## config.mk

```make
export PLATFORM = sky130hd
export DESIGN_NAME = sweep_counter_ctrl
export DESIGN_NICKNAME = d
export VERILOG_FILES = /design/src/rtl/sweep_counter_ctrl.sv
export SDC_FILE = /design/constraint.sdc
export NUM_CORES = 1
export LEC_CHECK = 0
export CAP_MARGIN = 30
export CORE_AREA = 4 4 61 63
export DETAILED_ROUTE_END_ITERATION = 8
export DIE_AREA = 0 0 65 67
export PLACE_DENSITY = 0.82
export SLEW_MARGIN = 30
export SYNTH_ARGS = -nofsm -noshare
export SYNTH_HDL_FRONTEND = slang
export SYNTH_SLANG_ARGS = --single-unit
```

## constraint.sdc

```tcl
create_clock -name clk -period 2.7 [get_ports clk]
set_input_delay 0.405 -clock clk [delete_from_list [all_inputs] [get_ports clk]]
set_output_delay 0.405 -clock clk [all_outputs]
set_load 0.01 [all_outputs]
```

## src/rtl/sweep_counter_ctrl.sv

```systemverilog
// sweep_counter_ctrl: runs a bounded up/down counter in ping-pong sweeps
// between latched lo/hi bounds, counts completed sweeps, and reports
// busy/done/err status to the host.
module sweep_counter_ctrl #(
    parameter int unsigned WIDTH = 4,
    parameter int unsigned SW_W  = 4
) (
    input  logic             clk,
    input  logic             reset,
    input  logic             start,
    input  logic             stop,
    input  logic [WIDTH-1:0] lo,
    input  logic [WIDTH-1:0] hi,
    input  logic [SW_W-1:0]  sweeps,
    output logic [WIDTH-1:0] count,
    output logic             up_down,
    output logic             busy,
    output logic             done,
    output logic             err,
    output logic [SW_W-1:0]  sweep_cnt
);

    typedef enum logic [1:0] {
        StIdle,
        StUp,
        StDown,
        StDone
    } state_e;

    localparam logic [WIDTH-1:0] CntOne = WIDTH'(1);
    localparam logic [SW_W-1:0]  SwOne  = SW_W'(1);

    state_e           state_q, state_d;
    logic [WIDTH-1:0] count_q, count_d;
    logic [WIDTH-1:0] lo_q, lo_d;
    logic [WIDTH-1:0] hi_q, hi_d;
    logic [SW_W-1:0]  sweeps_q, sweeps_d;
    logic [SW_W-1:0]  sweep_cnt_q, sweep_cnt_d;
    logic             done_q, done_d;
    logic             err_q, err_d;
    logic [SW_W-1:0]  sweep_inc;

    // State and datapath registers; reset forces idle values immediately.
    always_ff @(posedge clk or posedge reset) begin
        if (reset) begin
            state_q     <= StIdle;
            count_q     <= '0;
            lo_q        <= '0;
            hi_q        <= '0;
            sweeps_q    <= '0;
            sweep_cnt_q <= '0;
            done_q      <= 1'b0;
            err_q       <= 1'b0;
        end else begin
            state_q     <= state_d;
            count_q     <= count_d;
            lo_q        <= lo_d;
            hi_q        <= hi_d;
            sweeps_q    <= sweeps_d;
            sweep_cnt_q <= sweep_cnt_d;
            done_q      <= done_d;
            err_q       <= err_d;
        end
    end

    // Next-state, counter and pulse logic for the sweep sequencer.
    always_comb begin
        state_d     = state_q;
        count_d     = count_q;
        lo_d        = lo_q;
        hi_d        = hi_q;
        sweeps_d    = sweeps_q;
        sweep_cnt_d = sweep_cnt_q;
        done_d      = 1'b0;
        err_d       = 1'b0;
        // Wraps modulo 2^SW_W in continuous mode.
        sweep_inc   = sweep_cnt_q + SwOne;

        unique case (state_q)
            StIdle: begin
                // stop outranks start; a rejected start only raises err.
                if (start && !stop) begin
                    if (lo < hi) begin
                        lo_d        = lo;
                        hi_d        = hi;
                        sweeps_d    = sweeps;
                        count_d     = lo;
                        sweep_cnt_d = '0;
                        state_d     = StUp;
                    end else begin
                        err_d = 1'b1;
                    end
                end
            end

            StUp: begin
                if (stop) begin
                    state_d = StIdle;
                end else if (count_q == hi_q) begin
                    // hi_q is shown for one cycle, then turn around at once.
                    count_d = count_q - CntOne;
                    state_d = StDown;
                end else begin
                    count_d = count_q + CntOne;
                end
            end

            StDown: begin
                if (stop) begin
                    state_d = StIdle;
                end else if (count_q == lo_q) begin
                    sweep_cnt_d = sweep_inc;
                    if ((sweeps_q != '0) && (sweep_inc == sweeps_q)) begin
                        state_d = StDone;
                        done_d  = 1'b1;
                    end else begin
                        // Skip lo_q on the way back up so it appears only once.
                        count_d = lo_q + CntOne;
                        state_d = StUp;
                    end
                end else begin
                    count_d = count_q - CntOne;
                end
            end

            StDone: begin
                state_d = StIdle;
            end

            default: begin
                state_d = StIdle;
            end
        endcase
    end

    // Status outputs decoded from state; done/err come straight from registers.
    always_comb begin
        count     = count_q;
        sweep_cnt = sweep_cnt_q;
        done      = done_q;
        err       = err_q;
        busy      = (state_q == StUp) || (state_q == StDown);
        up_down   = (state_q != StDown);
    end

endmodule
```

Yosys cells after proc, flatten, opt, wreduce, memory -nomap -nowiden
Index checks and enable logic that the tools add are counted.

word-level totals
  output and inout bits = 12
  word-level logic and storage cells = 68
  register bits after elaboration = 24

cells by class
  eq/ne operators = 15
  add/subtract/negate cells = 4
  multiplexer cells = 28
  $lt $le $gt $ge = 1
  reduce and logical (&&, ||, !) cells = 12

operators with widths
  cell                                                                 number
  4-bit 2-to-1 mux                                                     11
  2-bit 2-to-1 mux                                                     7
  4-bit by 1-bit adder with 4-bit output (second input constant)       3
  4-bit == test                                                        3
  2-bit inequality test (second input constant)                        6
  4-bit case mux with 3 select lines                                   1
  3-bit inequality test (second input constant)                        3
  2-bit case mux with 4 select lines                                   1
  4-bit case mux with 2 select lines                                   1
  1-bit 2-to-1 mux                                                     7
  6-bit AND reduction                                                  1
  5-bit AND reduction                                                  1
  2-bit == test (second input constant)                                2
  4-bit less-than comparator                                           1
  4-bit AND reduction                                                  1
  4-bit nonzero test                                                   1
  4-bit by 1-bit subtractor with 4-bit output (second input constant)  1
  3-bit AND reduction                                                  1
  3-bit nonzero test                                                   1
  2-bit by 1-bit == test with 1-bit output (second input constant)     1
  1-bit logical AND                                                    2
  2-bit logical NOT                                                    1
  2-bit nonzero test                                                   1
  1-bit logical NOT                                                    1
  1-bit logical OR                                                     1

Logic depth before layout (Yosys ltp)
  depth after elaboration = 7
  gate-level depth with buffers = 8
  gate-level depth less buffers = 7

Least setup slack after synthesis
OpenSTA, ideal clock, no wires.

  kind = input-to-reg
  from = input port hi[1]
  to = register count_q[0] (netlist: count[0])
  arrival time = 2086 ps
  setup time = 127 ps
  stages = 7
  setup slack = 486 ps
  buffers on the path = 0
  cell sequence = inv_1 > ha_1 > a21o_1 > a2111oi_2 > nor2_1 > a2111oi_4 > mux2_1

between the ends
  longest elaborated chain between the ends = 3

RTL lines
  element                                 line  text
  start: declaration                      13    input logic [WIDTH-1:0] hi,
  4-bit less-than comparator              83    if (lo < hi) begin
  2-bit inequality test (no source line)  --
  6-bit AND reduction (no source line)    --
  end signal: assignment                  56    count_q <= count_d;
  end: declaration                        34    logic [WIDTH-1:0] count_q, count_d;

No other way between the ends.
A chain may end at the register's enable or synchronous reset.

Worst setup path after layout
  from = input port hi[1]
  to = register count_q[2] (netlist: count[2])

Same word-level chain as after synthesis.

==> metrics.txt <==
GRT Residual Overflow 0; RSZ-0062 raised after global routing no; Pins Over Slew Limit 0; Static Leak 0.8885 nW; Place WS -222.0 ps; H-tree depth 1; Initial DRC Count 36; Peak Freq ~400 MHz; data required time of the worst path just under 3000 ps; # Max-Cap Violations 0; IO buf count 27; Syn Nets around 190; Worst VDD drop around 560 uV; layout cells sized above 1 0.1615; Die Area 4355 um2; hold buffer count at CTS 0; post-synthesis sequential area ratio 0.3673; crit path kind in2reg; Clock transition at path regs between 100 and 150 ps; Placed Cells 234; Fillers 272; crit start category input port; Synth Warn # 0; CTS max path bufs 2; Diodes inserted 0; io pins 28; NumNets Final 220; Die Width approximately 65 um; row cnt 21; antenna violations before repair 0; post-CTS setup buffer count 0; worst-margin pin slew 491.4 ps; number of distinct library cells after synthesis 38; Area after DPL 1988 um2; final critical-path required period between 2000 and 3000 ps; clk sinks 24; non-filler cells, final 238; commonest non-fill, non-tap cell in the layout clkdlybuf4s50_1; largest net degree at the start of global routing 25; Placeable Area approximately 3200 um2; wire per inst roughly 15 um; CP arrival 2730 ps; vias in the first global route around 1,400; Setup crit start hi[1]; Resized cells post-CTS 0; DP HPWL around 2900 um; worst flop-to-flop path startpoint sweep_cnt[0]; commonest cells after routing, fill and taps aside clkdlybuf4s50_1, dfrtp_1, xnor2_1, inv_1, mux2_2; Final Setup Violations 0; relative slew slack 0.6702; Clock Tree Root clkbuf_4; gpl congestion slightly below 0.9; initial core utilization 0.5060; Cells after Synth between 150 and 200; worst hold path type in2async; vias per std cell between 5 and 6; Num CTS Buffers 3; Die Span Y 67 um; Final Power 0.002209 W; fin worst setup slack 187.8 ps; Via Count ~1,300; most area-consuming cells after synthesis dfrtp_1, mux2_2, ha_1, xnor2_1, a2111oi_4; area leader, netlist dfrtp_1; Yosys top cell area share 0.3673; area grow syn2layout 24.79%; clk_skew between 5 and 6 ps; element type at the critical path end register; CTS tree done; post-route ant nets 0; Avg Inst Size Synth 10.22 um2; first drt pass iteration count 5; PD cells ~1100 nW/um2; Syn Std Cell Area roughly 1600 um2; number of hold violations in the final report 0; Design Area, Final approximately 2000 um2; CP Max Fanout 4; status complete, no violations; DRC violations left 0; wire length of the first global-routing pass between 6000 and 7000 um; Yosys reg bits 24; GRT Util Overall 0.1920; fin crit share 0.9304; final wirelength 3676 um; Clock Latency Late Sink 320 ps
==> cell type report <==
cell class	count	area [um2]	area share
Tap cell	46	57.56	0.02820
Sequential cell	24	600.6	0.2943
Clock inverter	1	30.03	0.01471
Multi-Input combinational cell	116	954.7	0.4678
Timing Repair Buffer	34	322.8	0.1582
Inverter	14	52.55	0.02575
Clock buffer	3	22.52	0.01104
==> cell usage after synthesis <==
master	number
buf_2	4
nor2_1	11
and3_2	1
nand3_1	1
nand2_1	9
nor3b_2	1
o32a_1	1
and2_2	1
dfrtp_1	24
inv_1	14
and3_1	1
mux2_1	4
o21a_1	1
ha_1	11
a22oi_1	1
o21ai_1	1
xor2_1	2
nand4_1	2
a31oi_1	2
o2111ai_1	1
a21boi_0	1
o31ai_1	4
mux2i_1	4
mux2_2	13
a2111oi_4	2
a21oi_1	5
o21ai_0	6
nor3b_1	1
nor3_1	3
o41ai_1	1
a2111oi_2	1
nand2b_1	3
xnor2_1	15
clkbuf_1	2
o211ai_1	2
o22ai_1	1
a21o_1	2
nand3_2	1
==> kinds of logic after synthesis <==
group / synth area share
buffers and inverters: 0.04897
AOI/OAI and AO/OA: 0.1584
muxes: 0.1415
adders and majority gates: 0.08416
DFF: 0.3673
xor gates and xnor gates: 0.09105
and+or+nand+nor: 0.1086
==> flip-flops by register name, summed over array words and instances (netlist names) <==
name,flops
count,4
sweep_cnt,4
lo_q,4
hi_q,4
sweeps_q,4
err,1
done,1
state_q,2
==> critical path: stages <==
cell and delay, ps:
clkdlybuf4s50_1 470, inv_1 40, ha_1 260, a21o_1 190, a2111oi_2 440, nor2_1 160
a2111oi_4 370, mux2_1 380
==> final timing paths <==
check,end,slack (ps),cells past startpoint
min in group clk,sweep_cnt[3],530,1
max,count[2],190,8
min,count[3],420,3
max in group asynchronous,count[1],2040,3
min reg2reg,sweep_cnt[3],530,1
max reg2reg,count[2],330,6
==> per-layer routing <==
metal / wire, um / global-route usage / up-vias
met2: 1892 / 0.3410 / 49
met3: 150 / 0.03035 / 12
met4: 71 / 0.07916 / 0
met5: 0 / 0 / -
met1: 1561 / 0.2292 / 621
li1: - / - / 629
==> stage by stage <==
stage,utilization,hold WS [ps],TNS (ps)
2_1_floorplan,-,419.6,0
3_3_place_gp,0.6152,507.5,-408.0
3_5_place_dp,0.6152,517.3,-870.2
4_1_cts,0.6314,415.4,0
5_1_grt,0.6314,430.2,0
6_report,0.6314,415.7,0
==> power breakdown <==
part	switching, W	leakage [nW]	total, W	internal [W]
clock network	0.000118	0.0279	0.000268	0.000150
registers	0.000200	0.300	0.000702	0.000502
logic	0.000604	0.561	0.00124	0.000635
Note: power is estimated with default switching activity, not from simulation.
